`config.mk`:
```
export PLATFORM = sky130hd
export DESIGN_NAME = baud_gen_prog
export DESIGN_NICKNAME = d
export VERILOG_FILES = /design/src/rtl/baud_gen_prog.sv
export SDC_FILE = /design/constraint.sdc
export NUM_CORES = 1
export LEC_CHECK = 0
export CAP_MARGIN = 20
export CORE_AREA = 2 2 98 100
export CTS_BUF_LIST = sky130_fd_sc_hd__clkbuf_8 sky130_fd_sc_hd__clkbuf_16
export DETAILED_ROUTE_END_ITERATION = 16
export DIE_AREA = 0 0 100 102
export GPL_ROUTABILITY_DRIVEN = 0
export HOLD_SLACK_MARGIN = 0.05
export PLACE_DENSITY = 0.63
export SLEW_MARGIN = 20
export SYNTH_ARGS = -nofsm -noshare
export SYNTH_HDL_FRONTEND = slang
export SYNTH_SLANG_ARGS = --single-unit
```
`constraint.sdc`:
```
create_clock -name clk -period 4.9 [get_ports clk]
set_clock_uncertainty 0.15 [all_clocks]
set_input_delay 0.98 -clock clk [delete_from_list [all_inputs] [get_ports clk]]
set_output_delay 0.98 -clock clk [all_outputs]
set_load 0.01 [all_outputs]
```
`src/rtl/baud_gen_prog.sv`:
```
// Programmable fractional baud-rate generator.
// Produces an oversample tick whose period is D or D+1 cycles, chosen so that
// the average period is D + frac/2^NB_FRAC. A bit tick fires once every
// OVERSAMPLE oversample ticks. A new divisor is staged in a pending register
// and switched in at a period boundary, or immediately while counting is
// paused. The bit phase carries across a divisor change.
module baud_gen_prog #(
    parameter int NB_DIV       = 16,
    parameter int NB_FRAC      = 4,
    parameter int OVERSAMPLE   = 16,
    parameter int DEFAULT_DIV  = 163,
    parameter int DEFAULT_FRAC = 0
) (
    input  logic                       clk,
    input  logic                       reset,
    input  logic                       i_enable,
    input  logic [NB_DIV-1:0]          i_div_int,
    input  logic [NB_FRAC-1:0]         i_div_frac,
    input  logic                       i_load,
    output logic                       o_tick,
    output logic                       o_bit_tick,
    output logic                       o_pending,
    output logic [NB_DIV+NB_FRAC-1:0]  o_div_active
);

    localparam int NB_ACT = NB_DIV + NB_FRAC;
    localparam int NB_SUB = $clog2(OVERSAMPLE);
    localparam logic [NB_SUB-1:0] SUB_LAST     = NB_SUB'(OVERSAMPLE - 1);
    localparam logic [NB_ACT-1:0] ACTIVE_RESET = {NB_DIV'(DEFAULT_DIV), NB_FRAC'(DEFAULT_FRAC)};

    // Architectural state
    logic [NB_DIV-1:0]  r_cnt;
    logic [NB_FRAC-1:0] r_acc;
    logic               r_ext;
    logic [NB_SUB-1:0]  r_sub;
    logic [NB_ACT-1:0]  r_active;
    logic [NB_ACT-1:0]  r_pend;
    logic               r_pend_flag;
    logic               r_tick;
    logic               r_bit_tick;

    // Decoded divisor and period control
    logic [NB_DIV-1:0]  w_act_int;
    logic [NB_FRAC-1:0] w_act_frac;
    logic [NB_DIV-1:0]  w_div_eff;
    logic [NB_DIV:0]    w_term;
    logic [NB_FRAC:0]   w_frac_sum;
    logic               w_wrap;
    logic               w_apply;
    logic               w_sub_last;

    // Next-state values
    logic [NB_DIV-1:0]  w_cnt_next;
    logic [NB_FRAC-1:0] w_acc_next;
    logic               w_ext_next;
    logic [NB_SUB-1:0]  w_sub_next;
    logic [NB_ACT-1:0]  w_active_next;
    logic [NB_ACT-1:0]  w_pend_next;
    logic               w_pend_flag_next;

    assign w_act_int  = r_active[NB_ACT-1:NB_FRAC];
    assign w_act_frac = r_active[NB_FRAC-1:0];

    // A programmed integer divisor of zero is treated as one.
    assign w_div_eff  = (w_act_int == '0) ? NB_DIV'(1) : w_act_int;

    // Terminal count is one wider than the counter so D-1+ext never overflows.
    assign w_term     = ({1'b0, w_div_eff} - (NB_DIV+1)'(1)) + {{NB_DIV{1'b0}}, r_ext};
    assign w_wrap     = i_enable && ({1'b0, r_cnt} == w_term);
    assign w_frac_sum = {1'b0, r_acc} + {1'b0, w_act_frac};
    assign w_sub_last = (r_sub == SUB_LAST);

    // A staged divisor switches in at a period boundary, or at once while paused.
    assign w_apply    = r_pend_flag && (w_wrap || !i_enable);

    // Next-state logic for counters, divisor registers and the pending flag
    always_comb begin
        w_cnt_next       = r_cnt;
        w_acc_next       = r_acc;
        w_ext_next       = r_ext;
        w_sub_next       = r_sub;
        w_active_next    = r_active;
        w_pend_next      = r_pend;
        w_pend_flag_next = r_pend_flag;

        if (w_apply) begin
            // Fresh start of the period with the new divisor; fraction history dropped.
            w_active_next = r_pend;
            w_cnt_next    = '0;
            w_acc_next    = '0;
            w_ext_next    = 1'b0;
        end else if (w_wrap) begin
            // Carry out of the fraction accumulator stretches the next period by one.
            w_cnt_next = '0;
            w_acc_next = w_frac_sum[NB_FRAC-1:0];
            w_ext_next = w_frac_sum[NB_FRAC];
        end else if (i_enable) begin
            w_cnt_next = r_cnt + NB_DIV'(1);
        end

        // Bit phase advances on every period end, including one where a new divisor lands.
        if (w_wrap) begin
            w_sub_next = w_sub_last ? '0 : r_sub + NB_SUB'(1);
        end

        // A load in the same cycle as an apply stays pending for the next apply point.
        if (i_load) begin
            w_pend_next      = {i_div_int, i_div_frac};
            w_pend_flag_next = 1'b1;
        end else if (w_apply) begin
            w_pend_flag_next = 1'b0;
        end
    end

    // State and registered tick outputs
    always_ff @(posedge clk) begin
        if (reset) begin
            r_cnt       <= '0;
            r_acc       <= '0;
            r_ext       <= 1'b0;
            r_sub       <= '0;
            r_active    <= ACTIVE_RESET;
            r_pend      <= '0;
            r_pend_flag <= 1'b0;
            r_tick      <= 1'b0;
            r_bit_tick  <= 1'b0;
        end else begin
            r_cnt       <= w_cnt_next;
            r_acc       <= w_acc_next;
            r_ext       <= w_ext_next;
            r_sub       <= w_sub_next;
            r_active    <= w_active_next;
            r_pend      <= w_pend_next;
            r_pend_flag <= w_pend_flag_next;
            r_tick      <= w_wrap;
            r_bit_tick  <= w_wrap && w_sub_last;
        end
    end

    assign o_tick       = r_tick;
    assign o_bit_tick   = r_bit_tick;
    assign o_pending    = r_pend_flag;
    assign o_div_active = r_active;

endmodule

```
==> flow_metrics.tcl <==
set metrics [dict create \
    run_status "finished clean" \
    wire_length_of_the_first_global_routing_pass_mm 13.3 \
    cap_viol_max_count 0 \
    clock_tree_root_driver_cell "sky130_fd_sc_hd__clkbuf_8" \
    post_synth_most_frequent_cells "sky130_fd_sc_hd__dfxtp_1, sky130_fd_sc_hd__nor2_1, sky130_fd_sc_hd__mux2i_1, sky130_fd_sc_hd__nand2b_1" \
    layout_worst_path_cycle_share_pct 88.5 \
    routed.top_layer "met4" \
    wl_met1_mm 3.89 \
    cp_common_cell "sky130_fd_sc_hd__ha_1" \
    die_area_sq_um 10200 \
    timing.critical_path.from_type "register" \
    endpoint_kind "register" \
    syn_nets 441 \
    port_buffers 46 \
    ctsLongestPathBuffers 2 \
    routedWlPerCell_um 14.2 \
    row_count 35 \
    total_placed_instance_area_sq_um 4170 \
    yosys_warnings 0 \
    die-height_um 102 \
    clk_latency_ns 0.34 \
    yosys.area.top_type "sky130_fd_sc_hd__dfxtp_1" \
    holdCritPathClass "reg -> reg" \
    detailedRoute.firstPassIterationCount 4 \
    critPathArrivalTime_ns 4.46 \
    worstPathCellList "nor4_1 -> nand3_1 -> nor2_1 -> a21oi_1 -> ha_1 -> ha_1 -> nor3b_4 -> xnor2_1 -> or4_1 -> and3_1 -> or4_4 -> o22ai_4 -> buf_4 -> mux2i_1" \
    synth-edff-count 0 \
    final_setup_fails 0 \
    kind_of_cell_adding_the_most_delay_to_the_critical_path "simple AND/OR/NAND/NOR gates" \
    crit_fanout 20 \
    drt_wl_total_mm 7.97 \
    hold_viol 0 \
    tritoncts_num_sinks 68 \
    cts_hold_repair.buffers 0 \
    cts-buffers-inserted 9 \
    antennaDiodeCount 0 \
    fin_setup_tns_ns 0 \
    syn2layout_area_growth_pct 18.5 \
    post_synth_num_cell_types 54 \
    grt_pass1_vias 2767 \
    drt_drc_violations_left 0 \
    crit_buf_inv 1 \
    clock_tree.htree_level_count 3 \
    post-dp-hpwl_mm 5.77 \
    global_route.usage.total_pct 16.4 \
    antenna_found_initial 0 \
    timing.critical_path.slowest_stage_cell "sky130_fd_sc_hd__nor4_1" \
    synth.avg_cell_area_sq_um 9.04 \
    floorplan.initialDensity_pct 40.5 \
    wl_met3_um 273 \
    cpPeakStageDelay_ns 0.63 \
    final_cell_area_sq_um 4370 \
    netlist_area_sq_um 3690 \
    clkSlewWorstSetupHoldPaths_ns 0.08 \
    vias 2967 \
    cts_resized 0 \
    num_io_pins 47 \
    fin_nets 478 \
    leakage_nw 1.58 \
    dr_wl_met2_mm 3.64 \
    cts_setup_buffers 0 \
    grt_max_degree 49 \
    synthSimpleGateAreaFrac_pct 25.4 \
    die_width_um 100 \
    drt_first_iter_violations 215 \
    synth_mux_area_share_pct 12.0 \
    postSynthRegisterBits 68 \
    async_flop_share_pct 0 \
    yosys.area_share.adder_pct 3.26 \
    placeableCoreArea_sq_um 9110 \
    library_cell_with_the_highest_instance_count_after_synthesis "sky130_fd_sc_hd__dfxtp_1" \
    grt_setup_unrepaired "no" \
    ys_dominant_reg_cell "sky130_fd_sc_hd__dfxtp_1" \
    path_class "reg -> reg" \
    max_slew.worst_pin.slew_ns 0.663 \
    synth_sequential_area_ratio_pct 36.9 \
    area_share_of_the_largest_cell_type_after_synthesis_pct 36.9 \
    layout_cells_sized_above_1_pct 7.33 \
    timing.final.max_slew_violations 0 \
    netlist_instances 408 \
    netlist_top_cells_area "sky130_fd_sc_hd__dfxtp_1, sky130_fd_sc_hd__mux2i_1, sky130_fd_sc_hd__nor2_1" \
    vias_cell 5.29 \
    filler_cell_count 890 \
    cts_tree "built" \
    timing.slew.headroom_pct 55.4 \
    dominant_combinational_cell_family_by_area_after_synthesis "simple AND/OR/NAND/NOR gates" \
    achievable-frequency_ghz 0.230 \
    fin_crit_ns 4.34 \
    synth-xor-area-share_pct 8.31 \
    power_density_nw_per_um2 270 \
    overflow 0 \
    vdd_ir_drop_max_mv 0.181 \
    cp_data_required_time_ns 5.03 \
    detail-route-antenna-nets 0 \
    synth_compound_gate_area_share_pct 9.12 \
]
==> logic make-up after synthesis <==
group | Yosys count
AO/OA/AOI/OAI | 45
XOR/XNOR | 35
adder cells (fa/ha/maj) | 9
AND/OR/NAND/NOR | 173
multiplexers | 44
buffers and inverters | 34
flip-flops | 68
==> registers in the layout, summed over array words and instances, names as in the netlist <==
register      flops
r_ext             1
o_pending         1
o_tick            1
r_acc             4
o_bit_tick        1
r_pend           20
r_sub             4
o_div_active     20
r_cnt            16
==> power breakdown <==
part	leakage [nW]	switching [mW]	internal [mW]
clock	0.106	0.222	0.249
sequential	0.553	0.0184	0.569
combinational	0.916	0.0583	0.0633
total	1.58	0.298	0.881
==> path summary, 6_finish.rpt <==
path / cells after the start / to / from / slack [ns]
setup / recovery: 14 / o_div_active[0]$_SDFFE_PP0P_ / o_div_active[14]$_SDFFE_PP0P_ / 0.56
hold / removal: 2 / o_div_active[17]$_SDFFE_PP0P_ / r_pend[17]$_SDFFE_PP0P_ / 0.33
setup reg to reg: 14 / o_div_active[0]$_SDFFE_PP0P_ / o_div_active[14]$_SDFFE_PP0P_ / 0.56
hold reg to reg: 2 / o_div_active[17]$_SDFFE_PP0P_ / r_pend[17]$_SDFFE_PP0P_ / 0.33
==> cell usage in the layout (no fill, tap or decap), types with 10 or more instances in the layout <==
cell type | Yosys | final
sky130_fd_sc_hd__mux2i_1 | 43 | 43
sky130_fd_sc_hd__nor2_1 | 57 | 57
sky130_fd_sc_hd__nand2b_1 | 32 | 32
sky130_fd_sc_hd__xnor2_1 | 17 | 17
sky130_fd_sc_hd__clkbuf_8 | 0 | 10
sky130_fd_sc_hd__xor2_1 | 18 | 18
sky130_fd_sc_hd__dfxtp_1 | 68 | 68
sky130_fd_sc_hd__clkdlybuf4s50_1 | 0 | 45
sky130_fd_sc_hd__nand2_1 | 18 | 18
sky130_fd_sc_hd__nand3_1 | 18 | 18
==> cell type report <==
| type | count | area, sq um | area share [%] |
|---|---|---|---|
| clock buffers | 10 | 138 | 3.15 |
| clock inverters | 6 | 62.6 | 1.43 |
| flip-flops and latches | 68 | 1360 | 31.1 |
| inverters | 9 | 33.8 | 0.773 |
| multi-input cells | 306 | 2140 | 49.0 |
| repair buffers | 51 | 493 | 11.3 |
| well taps | 111 | 139 | 3.18 |
==> routing by layer <==
| layer | global-route usage, % | vias up |
|---|---|---|
| met2 | 25.8 | 48 |
| met4 | 6.11 | 0 |
| li1 | - | 1491 |
| met3 | 4.51 | 12 |
| met5 | 0 | - |
| met1 | 21.6 | 1416 |
==> tightest hold or removal path: stages, from the launching register on <==
cell	delay [ns]
sky130_fd_sc_hd__dfxtp_1	0.31
sky130_fd_sc_hd__nand2b_1	0.06
sky130_fd_sc_hd__mux2i_1	0.06
==> through the flow <==
stage | total power [mW] | hold slack, ns | util, % | instances | setup slack [ns]
6_report | 1.18 | 0.328 | 48.0 | 561 | 0.561
5_1_grt | 1.23 | 0.353 | 48.0 | 561 | 0.195
4_1_cts | 1.19 | 0.332 | 48.0 | 561 | 0.551
3_5_place_dp | 0.722 | 0.322 | 45.8 | 545 | 0.591
3_3_place_gp | 0.719 | 0.316 | 45.8 | 545 | 0.658
2_1_floorplan | 0.679 | 0.297 | - | 408 | 0.931
Note: power is estimated with default switching activity, not from simulation.
